[config.mk]
export PLATFORM = sky130hd
export DESIGN_NAME = imem_loader
export DESIGN_NICKNAME = d
export VERILOG_FILES = /design/src/rtl/imem_loader.sv
export SDC_FILE = /design/constraint.sdc
export NUM_CORES = 1
export LEC_CHECK = 0
export ABC_AREA = 0
export CAP_MARGIN = 10
export CORE_ASPECT_RATIO = 1.5
export CORE_UTILIZATION = 48
export DETAILED_ROUTE_END_ITERATION = 16
export PLACE_DENSITY = 0.81
export SYNTH_ARGS = -nofsm -noshare
export SYNTH_HDL_FRONTEND = slang
export SYNTH_SLANG_ARGS = --single-unit
[constraint.sdc]
create_clock -name CLK -period 2.76 [get_ports CLK]
set_input_delay 0.414 -clock CLK [delete_from_list [all_inputs] [get_ports CLK]]
set_output_delay 0.414 -clock CLK [all_outputs]
set_load 0.05 [all_outputs]
[src/rtl/imem_loader.sv]
// imem_loader: writes 32-bit words big-endian as four byte writes into instruction memory.
// Optional IMEM_LOADER_CHECKSUM_EN adds a per-session 32-bit word checksum.
module imem_loader #(
  parameter int MEM_BYTES = 1024,
  parameter int ADDR_W    = $clog2(MEM_BYTES)
) (
  input  logic              CLK,
  input  logic              RESET,
  input  logic              start,
  input  logic [ADDR_W-1:0] base_addr,
  input  logic [31:0]       word_in,
  input  logic              word_valid,
  input  logic              word_last,
  output logic              word_ready,
  output logic              mem_we,
  output logic [ADDR_W-1:0] mem_addr,
  output logic [7:0]        mem_wdata,
  output logic              busy,
  output logic              done,
  output logic              overflow,
  output logic [ADDR_W-2:0] words_written,
  output logic [31:0]       checksum
);
  typedef enum logic [1:0] {IDLE, ARMED, WRITE, DONE} state_t;
  state_t            r_state;
  logic [ADDR_W-1:0] r_addr;
  logic [1:0]        r_idx;
  logic [31:0]       r_word;
  logic              r_last;
  logic [1:0]        w_next_idx;
  logic [31:0]       w_shift;
  logic              w_accept;
  assign w_next_idx = r_idx + 2'd1;
  assign w_shift    = r_word << {w_next_idx, 3'b000};
  assign w_accept   = word_valid && word_ready;
  // mem_* are loaded one edge ahead so byte k is on the bus while r_idx == k
  always_ff @(posedge CLK or posedge RESET)
    if (RESET) begin
      r_state       <= IDLE;
      r_addr        <= '0;
      r_idx         <= '0;
      r_word        <= '0;
      r_last        <= 1'b0;
      word_ready    <= 1'b0;
      mem_we        <= 1'b0;
      mem_addr      <= '0;
      mem_wdata     <= '0;
      busy          <= 1'b0;
      done          <= 1'b0;
      overflow      <= 1'b0;
      words_written <= '0;
    end else begin
      case (r_state)
        IDLE: if (start) begin
          r_addr        <= base_addr & ~ADDR_W'(3);
          words_written <= '0;
          overflow      <= 1'b0;
          word_ready    <= 1'b1;
          busy          <= 1'b1;
          r_state       <= ARMED;
        end
        ARMED: if (w_accept) begin
          r_word     <= word_in;
          r_last     <= word_last;
          r_idx      <= '0;
          word_ready <= 1'b0;
          mem_we     <= 1'b1;
          mem_addr   <= r_addr;
          mem_wdata  <= word_in[31:24];
          r_state    <= WRITE;
        end
        WRITE: if (r_idx != 2'd3) begin
          r_idx     <= w_next_idx;
          mem_addr  <= r_addr + ADDR_W'(w_next_idx);
          mem_wdata <= w_shift[31:24];
        end else begin
          mem_we        <= 1'b0;
          r_addr        <= r_addr + ADDR_W'(4);
          words_written <= words_written + (ADDR_W-1)'(1);
          if (r_last) begin
            done    <= 1'b1;
            r_state <= DONE;
          end else if (r_addr == ADDR_W'(MEM_BYTES-4)) begin
            overflow <= 1'b1;
            done     <= 1'b1;
            r_state  <= DONE;
          end else begin
            word_ready <= 1'b1;
            r_state    <= ARMED;
          end
        end
        DONE: begin
          done    <= 1'b0;
          busy    <= 1'b0;
          r_state <= IDLE;
        end
        default: r_state <= IDLE;
      endcase
    end
`ifdef IMEM_LOADER_CHECKSUM_EN
  logic [31:0] r_checksum;
  always_ff @(posedge CLK or posedge RESET)
    if (RESET) r_checksum <= '0;
    else if (r_state == IDLE && start) r_checksum <= '0;
    else if (w_accept) r_checksum <= r_checksum + word_in;
  assign checksum = r_checksum;
`else
  assign checksum = 32'h0;
`endif
endmodule

==> results of run 1 <==
-- layer usage --
layer | vias to the layer above | GRT usage [%]
li1 | 1327 | -
met3 | 22 | 6.273
met5 | - | 0
met4 | 0 | 8.176
met1 | 1403 | 25.69
met2 | 113 | 38.86
-- power groups by stage --
| stage | Clock [W] | Combinational [W] | Sequential (W) |
|---|---|---|---|
| 5_1_grt | 0.00142 | 0.00285 | 0.00204 |
| 2_1_floorplan | 0 | 0.00145 | 0.00242 |
| 4_1_cts | 0.00137 | 0.00266 | 0.00197 |
| 3_5_place_dp | 0 | 0.00263 | 0.00198 |
| 6_report | 0.00136 | 0.00265 | 0.00198 |
| 3_3_place_gp | 0 | 0.00256 | 0.00195 |
-- worst min-delay path, cell delays in order (launching register included) --
cell     delay [ns]
dfrtp_1        0.34
nand2_1        0.05
nand2_1        0.04
-- synthesized netlist by cell type, types with 2 or more instances --
| library cell | instances |
|---|---|
| xnor2_1 | 5 |
| a21oi_1 | 28 |
| clkbuf_1 | 10 |
| nor4_1 | 4 |
| ha_1 | 4 |
| nand3_1 | 9 |
| inv_1 | 4 |
| mux4_2 | 8 |
| dfrtp_1 | 77 |
| o31ai_1 | 2 |
| mux2_2 | 34 |
| nor2_1 | 24 |
| o22ai_1 | 3 |
| a22o_1 | 2 |
| nand4_1 | 5 |
| xor2_1 | 3 |
| a211oi_1 | 2 |
| buf_2 | 8 |
| or3_1 | 2 |
| nand3b_1 | 2 |
| nand2_1 | 43 |
| nor3_1 | 2 |
| a2bb2oi_1 | 3 |
| buf_4 | 33 |
| o21ai_0 | 15 |
| a31oi_1 | 2 |
| nor2b_1 | 3 |
-- kinds of logic after synthesis --
kind of cell | after synthesis
simple gates | 101
other cells | 1
compound gates | 61
flops | 77
mux | 43
buf+inv | 56
xor+xnor | 8
fa+ha+maj | 4
-- state kept, by name, indices dropped and copies added, names as in the netlist --
signal,flops
r_addr,8
overflow,1
r_idx,2
mem_wdata,8
r_word,32
mem_we,1
words_written,9
word_ready,1
busy,1
mem_addr,10
r_state,2
r_last,1
done,1
-- final cells by class --
cell class | instances | share of cell area, %
clock buffers | 11 | 5.133
clock inverters | 4 | 1.931
inverters | 4 | 0.3050
multi-input cells | 250 | 33.21
flip-flops and latches | 77 | 39.14
well taps | 102 | 2.592
repair buffers | 89 | 17.69
-- final timing paths --
path / from / end / slack, ns / cells past startpoint
worst max-delay path: r_state[1] / mem_wdata[0] / 0.42 / 4
worst min-delay path: mem_addr[5] / mem_addr[5] / 0.46 / 2
worst max register to register: r_state[1] / mem_wdata[0] / 0.42 / 4
worst min register to register: mem_addr[5] / mem_addr[5] / 0.46 / 2
max in group asynchronous: RESET / mem_addr[1] / 1.66 / 3
min in group asynchronous: RESET / busy / 0.49 / 2
-- metrics by stage --
stage / setup WS, ns / util [%] / instances
finish: 0.4190 / 64.68 / 537
detailed placement: 0.4474 / 60.11 / 522
CTS: 0.4413 / 64.68 / 537
global route: 0.2787 / 64.68 / 537
global placement: 0.5173 / 60.11 / 522
floorplan: 0.3793 / - / 383
==> out/results.ini, run 1 <==
[drt]
m1WireLength_um=2961
vias=2865
top_layer=met4
drc=0
routed-wl-met3_um=546
vias_per_cell=5.335
first_pass_iters=4
wirelength_um=8318
drt_iter0_drc=186
antenna_left=0
dr_wl_met2_um=4597
wl_per_cell_um=15.49

[synth]
synthMuxAreaShare_pct=15.12
post_synth_fa_ha_maj_area_fraction_pct=1.320
netlist_instances=351
yosysTopAreaCell=dfrtp_1
synth_flop_cell=dfrtp_1
synth_top_family_by_area=multiplexers
synth-seq-cells=77
yosys.area_share.simple_pct=12.18
syn_area_per_cell_um2=10.80
synth_top_area_share_pct=50.83
yosysSeqAreaShare_pct=50.83
async_flop_share_pct=100.0
ys_warn_count=0
syn_area_um2=3791
ys_types=41
synthTopCellsByArea=dfrtp_1 51%, mux2_2 10%, buf_4 6.5%
synth_compound_area_share_pct=9.340
synth_xor_area_share_pct=1.848
synth_edf_count=0

[timing]
timing.final.crit_share_pct=84.82
relSlewSlack_pct=27.82
finClkSkew_ns=0.007314
worst_pin_slew_ns=1.075
fin_crit_ns=2.341
finalSetupViolCount=0
setup_tns_ns=0
hold-worst-slack_ns=0.4627
rsz0062_at_grt=false
slew_viol_final=0
max_freq_mhz=427.2
hold_viol_final=0

[min_path]
hp-class=reg -> reg

[floorplan]
die_area_um2=8265
chipWidth_um=74.57
initial_core_util_pct=49.80
die_y_um=110.8
ioPinCount=111
core_area_um2=7612
num_rows=39

[clock_network]
numCtsBuffers=9
cts.sinks=77
h-tree-depth=3
cts_tree=built
root_buffer=clkbuf_16
clk_pin_slew_worst_paths_ns=0.06
clk-insertion-delay-late_ns=0.33
cts_setup_buffers=0
clockBufferDepth=2
cts_resized=0
ctsHoldBuffers=0

[pwr]
p_int_w=0.003670
irDropWorstVdd_v=0.0007486
seqPwrFrac_pct=33.0
p_sw_w=0.002311
power.leakage_nw=2.115
power_w=0.005982
switching_share_pct=38.64
combPwrFrac_pct=44.3
powerDensity_nw_per_um2=1215
clock_power_share_pct=22.7

[finish]
nets=482
layout_commonest_cell=dfrtp_1
stdcell_area_um2=4923
seq_area_um2=1927
nFillCells=583
multiInputGateArea_um2=1635
final_cell_mix=77 x dfrtp_1, 76 x clkdlybuf4s50_1, 43 x nand2_1, 34 x mux2_2, 33 x conb_1
area_growth_pct=29.87
layout-drive-gt1-share_pct=16.78
antennaDiodeCount=0

[critical_path]
cp_top_family=compound AO/OA/AOI/OAI gates
cp.arrival_ns=2.58
endpoint_kind=flop
critPathRequiredTime_ns=3.00
critPathBufInv=0
critPathLaunchType=flop
crit_path_max_fanout=13
crit_chain=nand2b_1 -> o21ai_1 -> nor2_1 -> a21oi_1
cpMaxStageDelayCell=o21ai_1
max_stage_delay_ns=0.94
critical_path_class=reg -> reg

[placed_design]
io_buffers=76
dp_hpwl_um=5895
post_dp_cell_area_um2=4576
place.gp.congestion=0.8228

[grt]
grt_pass1_vias=2953
globalRouteTotalUtil_pct=22.49
grt_overflow=0
grt_max_degree=30
antenna_found_initial=0
grt_pass1_wl_um=14050

[run_status]
outcome=completed

[flow_run]
maxCapViolations=0

Note: power is estimated with default switching activity, not from simulation.
==> run 2: changes to the inputs <==
- clock period: 2.76 -> 2.3 ns (I/O delays scaled with it)
==> run 2 against run 1 <==
Net effect: hold slack worse by 0.064 ns; via count down 1.9%; register-to-register slack better by 0.03 ns; clock-buffer cell count up 3; die area unchanged; sequential cell count unchanged; wire length down 0.95%; total power up 14%; setup slack worse by 0.11 ns; combinational power up 18%; largest cell class unchanged; utilization down 1.1 points.
==> out/results.ini, run 2 (synthesis results as in run 1) <==
[timing]
finalSetupViolCount=0  ; unchanged
max_freq_mhz=501.6
fin_crit_ns=1.994
finClkSkew_ns=0.004965  ; was 0.007314 ns
hold-worst-slack_ns=0.3991  ; was 0.4627 ns
slew_viol_final=0  ; unchanged
relSlewSlack_pct=62.74  ; was 27.82%
rsz0062_at_grt=false  ; unchanged
timing.final.crit_share_pct=86.68
worst_pin_slew_ns=0.5578  ; was 1.075 ns
hold_viol_final=0  ; unchanged
setup_tns_ns=0  ; unchanged

[placed_design]
dp_hpwl_um=5769  ; was 5895 um
place.gp.congestion=0.7655  ; was 0.8228
io_buffers=76  ; unchanged
placed_cells=523  ; was 522

[flow_run]
maxCapViolations=0  ; unchanged

[pwr]
irDropWorstVdd_v=0.0009329  ; was 0.0007486 V
power.leakage_nw=2.068  ; was 2.115 nW
powerDensity_nw_per_um2=1403  ; was 1215 nW/um^2
power_w=0.006791  ; was 0.005982 W

[critical_path]
r2r_end=words_written[7]  ; was mem_wdata[0]
crit_path_max_fanout=6  ; was 13
cp_top_family=buffers and inverters  ; was compound AO/OA/AOI/OAI gates
endpoint_kind=primary output  ; was flop
critPathBufInv=1  ; was 0
reg2reg_depth=5  ; was 4
timing.rr.start=r_idx[0]  ; was r_state[1]
cp.arrival_ns=1.65  ; was 2.58 ns
critPathLaunchType=flop  ; unchanged
r2r_slack_ns=0.45  ; was 0.42 ns
critPathRequiredTime_ns=1.96  ; was 3.00 ns
critical_path_class=reg -> out  ; was reg -> reg
crit_chain=clkdlybuf4s50_1  ; was nand2b_1 -> o21ai_1 -> nor2_1 -> a21oi_1
cpMaxStageDelayCell=clkdlybuf4s50_1  ; was o21ai_1
max_stage_delay_ns=0.85  ; was 0.94 ns

[clock_network]
cts.sinks=77  ; unchanged
h-tree-depth=3  ; unchanged
clk-insertion-delay-late_ns=0.33  ; about the same
numCtsBuffers=9  ; unchanged
ctsHoldBuffers=0  ; unchanged
root_buffer=clkbuf_16  ; unchanged
clk_pin_slew_worst_paths_ns=0.06  ; about the same
cts_tree=built  ; unchanged
clockBufferDepth=2  ; unchanged
cts_resized=0  ; unchanged
cts_setup_buffers=0  ; unchanged

[finish]
layout-drive-gt1-share_pct=16.02  ; was 16.78%
regMostFlops=r_word  ; unchanged
area_growth_pct=27.69  ; was 29.87%
post-route-util_pct=63.59  ; was 64.68%
stdcell_count=539  ; was 537
largest_register_ffs=32  ; unchanged
layout_commonest_cell=dfrtp_1  ; unchanged
antennaDiodeCount=0  ; unchanged
largest_registers=r_word x32, mem_addr x10, words_written x9  ; unchanged
final_cell_mix=77 x dfrtp_1, 76 x clkdlybuf4s50_1, 43 x nand2_1, 34 x mux2_2, 33 x conb_1  ; unchanged
nets=483  ; was 482

[drt]
vias=2810  ; was 2865
first_pass_iters=4  ; unchanged
wl_per_cell_um=15.29  ; was 15.49 um
drc=0  ; unchanged
vias_per_cell=5.213  ; was 5.335
wirelength_um=8239  ; was 8318 um
antenna_left=0  ; unchanged
drt_iter0_drc=217  ; was 186

[floorplan]
die_area_um2=8265  ; unchanged
initial_core_util_pct=49.80  ; unchanged
num_rows=39  ; unchanged
die_y_um=110.8  ; unchanged
ioPinCount=111  ; unchanged
core_area_um2=7612  ; unchanged
chipWidth_um=74.57  ; unchanged

[grt]
globalRouteTotalUtil_pct=22.17  ; was 22.49%
grt_overflow=0  ; unchanged
grt_max_degree=40  ; was 30
grt_pass1_vias=2868  ; was 2953
grt_pass1_wl_um=13670  ; was 14050 um
antenna_found_initial=0  ; unchanged

[min_path]
hp-class=in -> async  ; was reg -> reg

[run_status]
outcome=completed  ; unchanged

[run 2: cell count changes in the layout (fill, tap and decap cells not counted)]
| cell | delta |
|---|---|
| inv_2 | -1 |
| clkbuf_1 | +5 |
| buf_4 | +1 |
| bufinv_16 | -3 |
| clkinvlp_4 | +1 |
| clkinv_2 | +1 |
| clkbuf_8 | -2 |
[run 2: final cells by class]
type	instances	area, um^2
Fill cell	640	2771
Timing Repair Buffer	90	878.3
Clock inverter	2	10.01
Inverter	4	18.77
Clock buffer	14	244.0
Multi-Input combinational cell	250	1635
Tap cell	102	127.6
Sequential cell	77	1927
[run 2: power by group]
| part | internal (W) | switching (W) |
|---|---|---|
| Sequential | 0.00195 | 0.000455 |
| Combinational | 0.00135 | 0.00179 |
| Clock | 0.000728 | 0.000514 |
| Total | 0.00403 | 0.00276 |
[run 2: worst max path at each step]
stage,slack (ns),end,depth (start not counted),from
after floorplan,0.54,words_written[7],7,r_idx[1]
after global placement,0.41,mem_wdata[3],6,word_valid
after detailed placement,0.36,mem_wdata[1],6,word_valid
after CTS,0.30,words_written[2],1,words_written[2]
after global routing,0.26,words_written[2],1,words_written[2]
final,0.31,words_written[2],1,words_written[2]
[run 2: stage by stage]
step,area (um^2),setup slack [ns]
after floorplan,3915,0.5360
after global placement,4587,0.4135
after detailed placement,4587,0.3614
after CTS,4841,0.2952
after global routing,4841,0.2598
final,4841,0.3063
[run 2: layer usage]
| layer | vias up | part of all wire, % | global-route usage, % |
|---|---|---|---|
| met4 | 0 | 2.2 | 9.811 |
| met3 | 18 | 5.8 | 5.727 |
| li1 | 1318 | - | - |
| met5 | - | 0 | 0 |
| met1 | 1364 | 39 | 26.32 |
| met2 | 110 | 53 | 36.82 |
==> run 3: changes to the inputs <==
- CORE_ASPECT_RATIO: 1.5 -> 1.2
- CORE_MARGIN: not set -> 5
==> run 3 against run 2 <==
Net effect: utilization is 1.6 points lower; design area is 1.3% lower; clock-buffer cell count is 3 lower; wire length is 2.0% higher; critical endpoint unchanged.
==> out/results.ini, run 3 (synthesis results as in run 1) <==
[run_status]
outcome=completed  ; unchanged

[grt]
grt_pass1_vias=2903  ; was 2868
globalRouteTotalUtil_pct=17.63  ; was 22.17%
grt_max_degree=78  ; was 40
grt_overflow=0  ; unchanged
grt_pass1_wl_um=13930  ; was 13670 um
antenna_found_initial=0  ; unchanged

[critical_path]
cp.arrival_ns=1.67  ; was 1.65 ns
critPathRequiredTime_ns=1.96  ; about the same
max_stage_delay_ns=0.85  ; about the same
crit_chain=clkdlybuf4s50_1  ; unchanged
critical_path_class=reg -> out  ; unchanged
critPathBufInv=1  ; unchanged
cpMaxStageDelayCell=clkdlybuf4s50_1  ; unchanged
setup.worst_path.start=words_written[2]  ; unchanged
critPathLaunchType=flop  ; unchanged
endpoint_kind=primary output  ; unchanged
timing.rr.start=r_state[0]  ; was r_idx[0]
cp_top_family=buffers and inverters  ; unchanged
crit_path_max_fanout=6  ; unchanged

[clock_network]
cts_setup_buffers=0  ; unchanged
clk_pin_slew_worst_paths_ns=0.08  ; was 0.06 ns
root_buffer=clkbuf_8  ; was clkbuf_16
cts_resized=0  ; unchanged
cts_tree=built  ; unchanged
clk-insertion-delay-late_ns=0.34  ; was 0.33 ns
ctsHoldBuffers=0  ; unchanged
numCtsBuffers=9  ; unchanged
cts.sinks=77  ; unchanged
h-tree-depth=3  ; unchanged
clockBufferDepth=2  ; unchanged

[placed_design]
place.gp.congestion=0.7950  ; was 0.7655
io_buffers=76  ; unchanged
post_dp_cell_area_um2=4602  ; was 4587 um^2
dp_hpwl_um=6101  ; was 5769 um

[min_path]
hp-class=in -> async  ; unchanged

[timing]
rsz0062_at_grt=false  ; unchanged
finalSetupViolCount=0  ; unchanged
worst_pin_slew_ns=0.5726  ; was 0.5578 ns
finClkSkew_ns=0.004496  ; was 0.004965 ns
max_freq_mhz=497.4  ; was 501.6 MHz
hold_viol_final=0  ; unchanged
relSlewSlack_pct=61.75  ; was 62.74%
slew_viol_final=0  ; unchanged
setup_tns_ns=0  ; unchanged
timing.final.crit_share_pct=87.40  ; was 86.68%
fin_crit_ns=2.010  ; was 1.994 ns

[drt]
drc=0  ; unchanged
wirelength_um=8404  ; was 8239 um
first_pass_iters=4  ; unchanged
drt_iter0_drc=104  ; was 217
antenna_left=0  ; unchanged
wl_per_cell_um=15.83  ; was 15.29 um
vias=2834  ; was 2810
vias_per_cell=5.337  ; was 5.213

[pwr]
seqPwrFrac_pct=36.9  ; was 35.4%
clock_power_share_pct=14.1  ; was 18.3%
p_sw_w=0.002744  ; was 0.002759 W
p_int_w=0.003754  ; was 0.004032 W
power.leakage_nw=2.043  ; was 2.068 nW
powerDensity_nw_per_um2=1360  ; was 1403 nW/um^2
combPwrFrac_pct=49.0  ; was 46.3%
switching_share_pct=42.23  ; was 40.63%
irDropWorstVdd_v=0.0008762  ; was 0.0009329 V

[finish]
layout-drive-gt1-share_pct=17.31  ; was 16.02%
area_growth_pct=26.07  ; was 27.69%
stdcell_area_um2=4780  ; was 4841 um^2
final_cell_mix=77 x dfrtp_1, 76 x clkdlybuf4s50_1, 43 x nand2_1, 34 x mux2_2, 33 x conb_1  ; unchanged
antennaDiodeCount=0  ; unchanged
regMostFlops=r_word  ; unchanged
largest_register_ffs=32  ; unchanged
nets=485  ; was 483
largest_registers=r_word x32, mem_addr x10, words_written x9  ; unchanged
layout_commonest_cell=dfrtp_1  ; unchanged

[floorplan]
ioPinCount=111  ; unchanged
core_area_um2=7707  ; was 7612 um^2
die_area_um2=9783  ; was 8265 um^2
die_y_um=107.4  ; was 110.8 um
chipWidth_um=91.13  ; was 74.57 um
num_rows=35  ; was 39
initial_core_util_pct=49.19  ; was 49.80%

[flow_run]
maxCapViolations=0  ; unchanged

run 3: cell types whose count changed in the layout (fill, tap and decap cells not counted), sizes merged:
cell	delta
clkbuf	-3
buf	+2
clkinvlp	+3
run 3: area by class of cell:
class	count	area (um^2)
fillers	645	2928
flip-flops and latches	77	1927
multi-input cells	250	1635
repair buffers	92	905.9
clock buffers	11	141.4
well taps	92	115.1
clock inverters	5	36.28
inverters	4	18.77
run 3: stage by stage:
step / instances / hold WS (ns) / setup slack, ns / total power, W / utilization (%)
global placement: 515 / 0.4496 / 0.4116 / 0.005470 / 59.71
floorplan: 383 / 0.4699 / 0.5360 / 0.004650 / -
global route: 531 / 0.4911 / 0.2363 / 0.006928 / 62.01
CTS: 531 / 0.4762 / 0.2910 / 0.006553 / 62.01
finish: 531 / 0.4615 / 0.2897 / 0.006498 / 62.01
detailed placement: 515 / 0.4597 / 0.3550 / 0.005624 / 59.71
run 3: power by group through the flow:
stage	logic (W)	registers [W]	clock network [W]
after global routing	0.00343	0.00249	0.00101
after CTS	0.00322	0.00239	0.000940
after floorplan	0.00174	0.00291	0
final	0.00318	0.00240	0.000914
after global placement	0.00310	0.00237	0
after detailed placement	0.00321	0.00241	0
run 3: path summary, 6_finish.rpt:
| check | to | slack (ns) | cells after the start |
|---|---|---|---|
| worst max-delay path | words_written[2] | 0.29 | 1 |
| worst min-delay path | r_word[23] | 0.46 | 3 |
| worst max register to register | mem_wdata[0] | 0.53 | 6 |
| worst min register to register | mem_addr[5] | 0.47 | 2 |
| max in group asynchronous | r_word[29] | 1.53 | 3 |
| min in group CLK | mem_addr[5] | 0.47 | 2 |
run 3: routing by layer:
| metal | routed length [um] | track usage (%) |
|---|---|---|
| met1 | 3432 | 21.51 |
| met2 | 4265 | 30.52 |
| met3 | 614 | 4.266 |
| met4 | 92 | 5.870 |
| met5 | 0 | 0 |
run 3: tightest hold or removal path: stages:
cell             delay, ns
clkdlybuf4s50_1       0.44
clkinvlp_4            0.09
buf_12                0.34
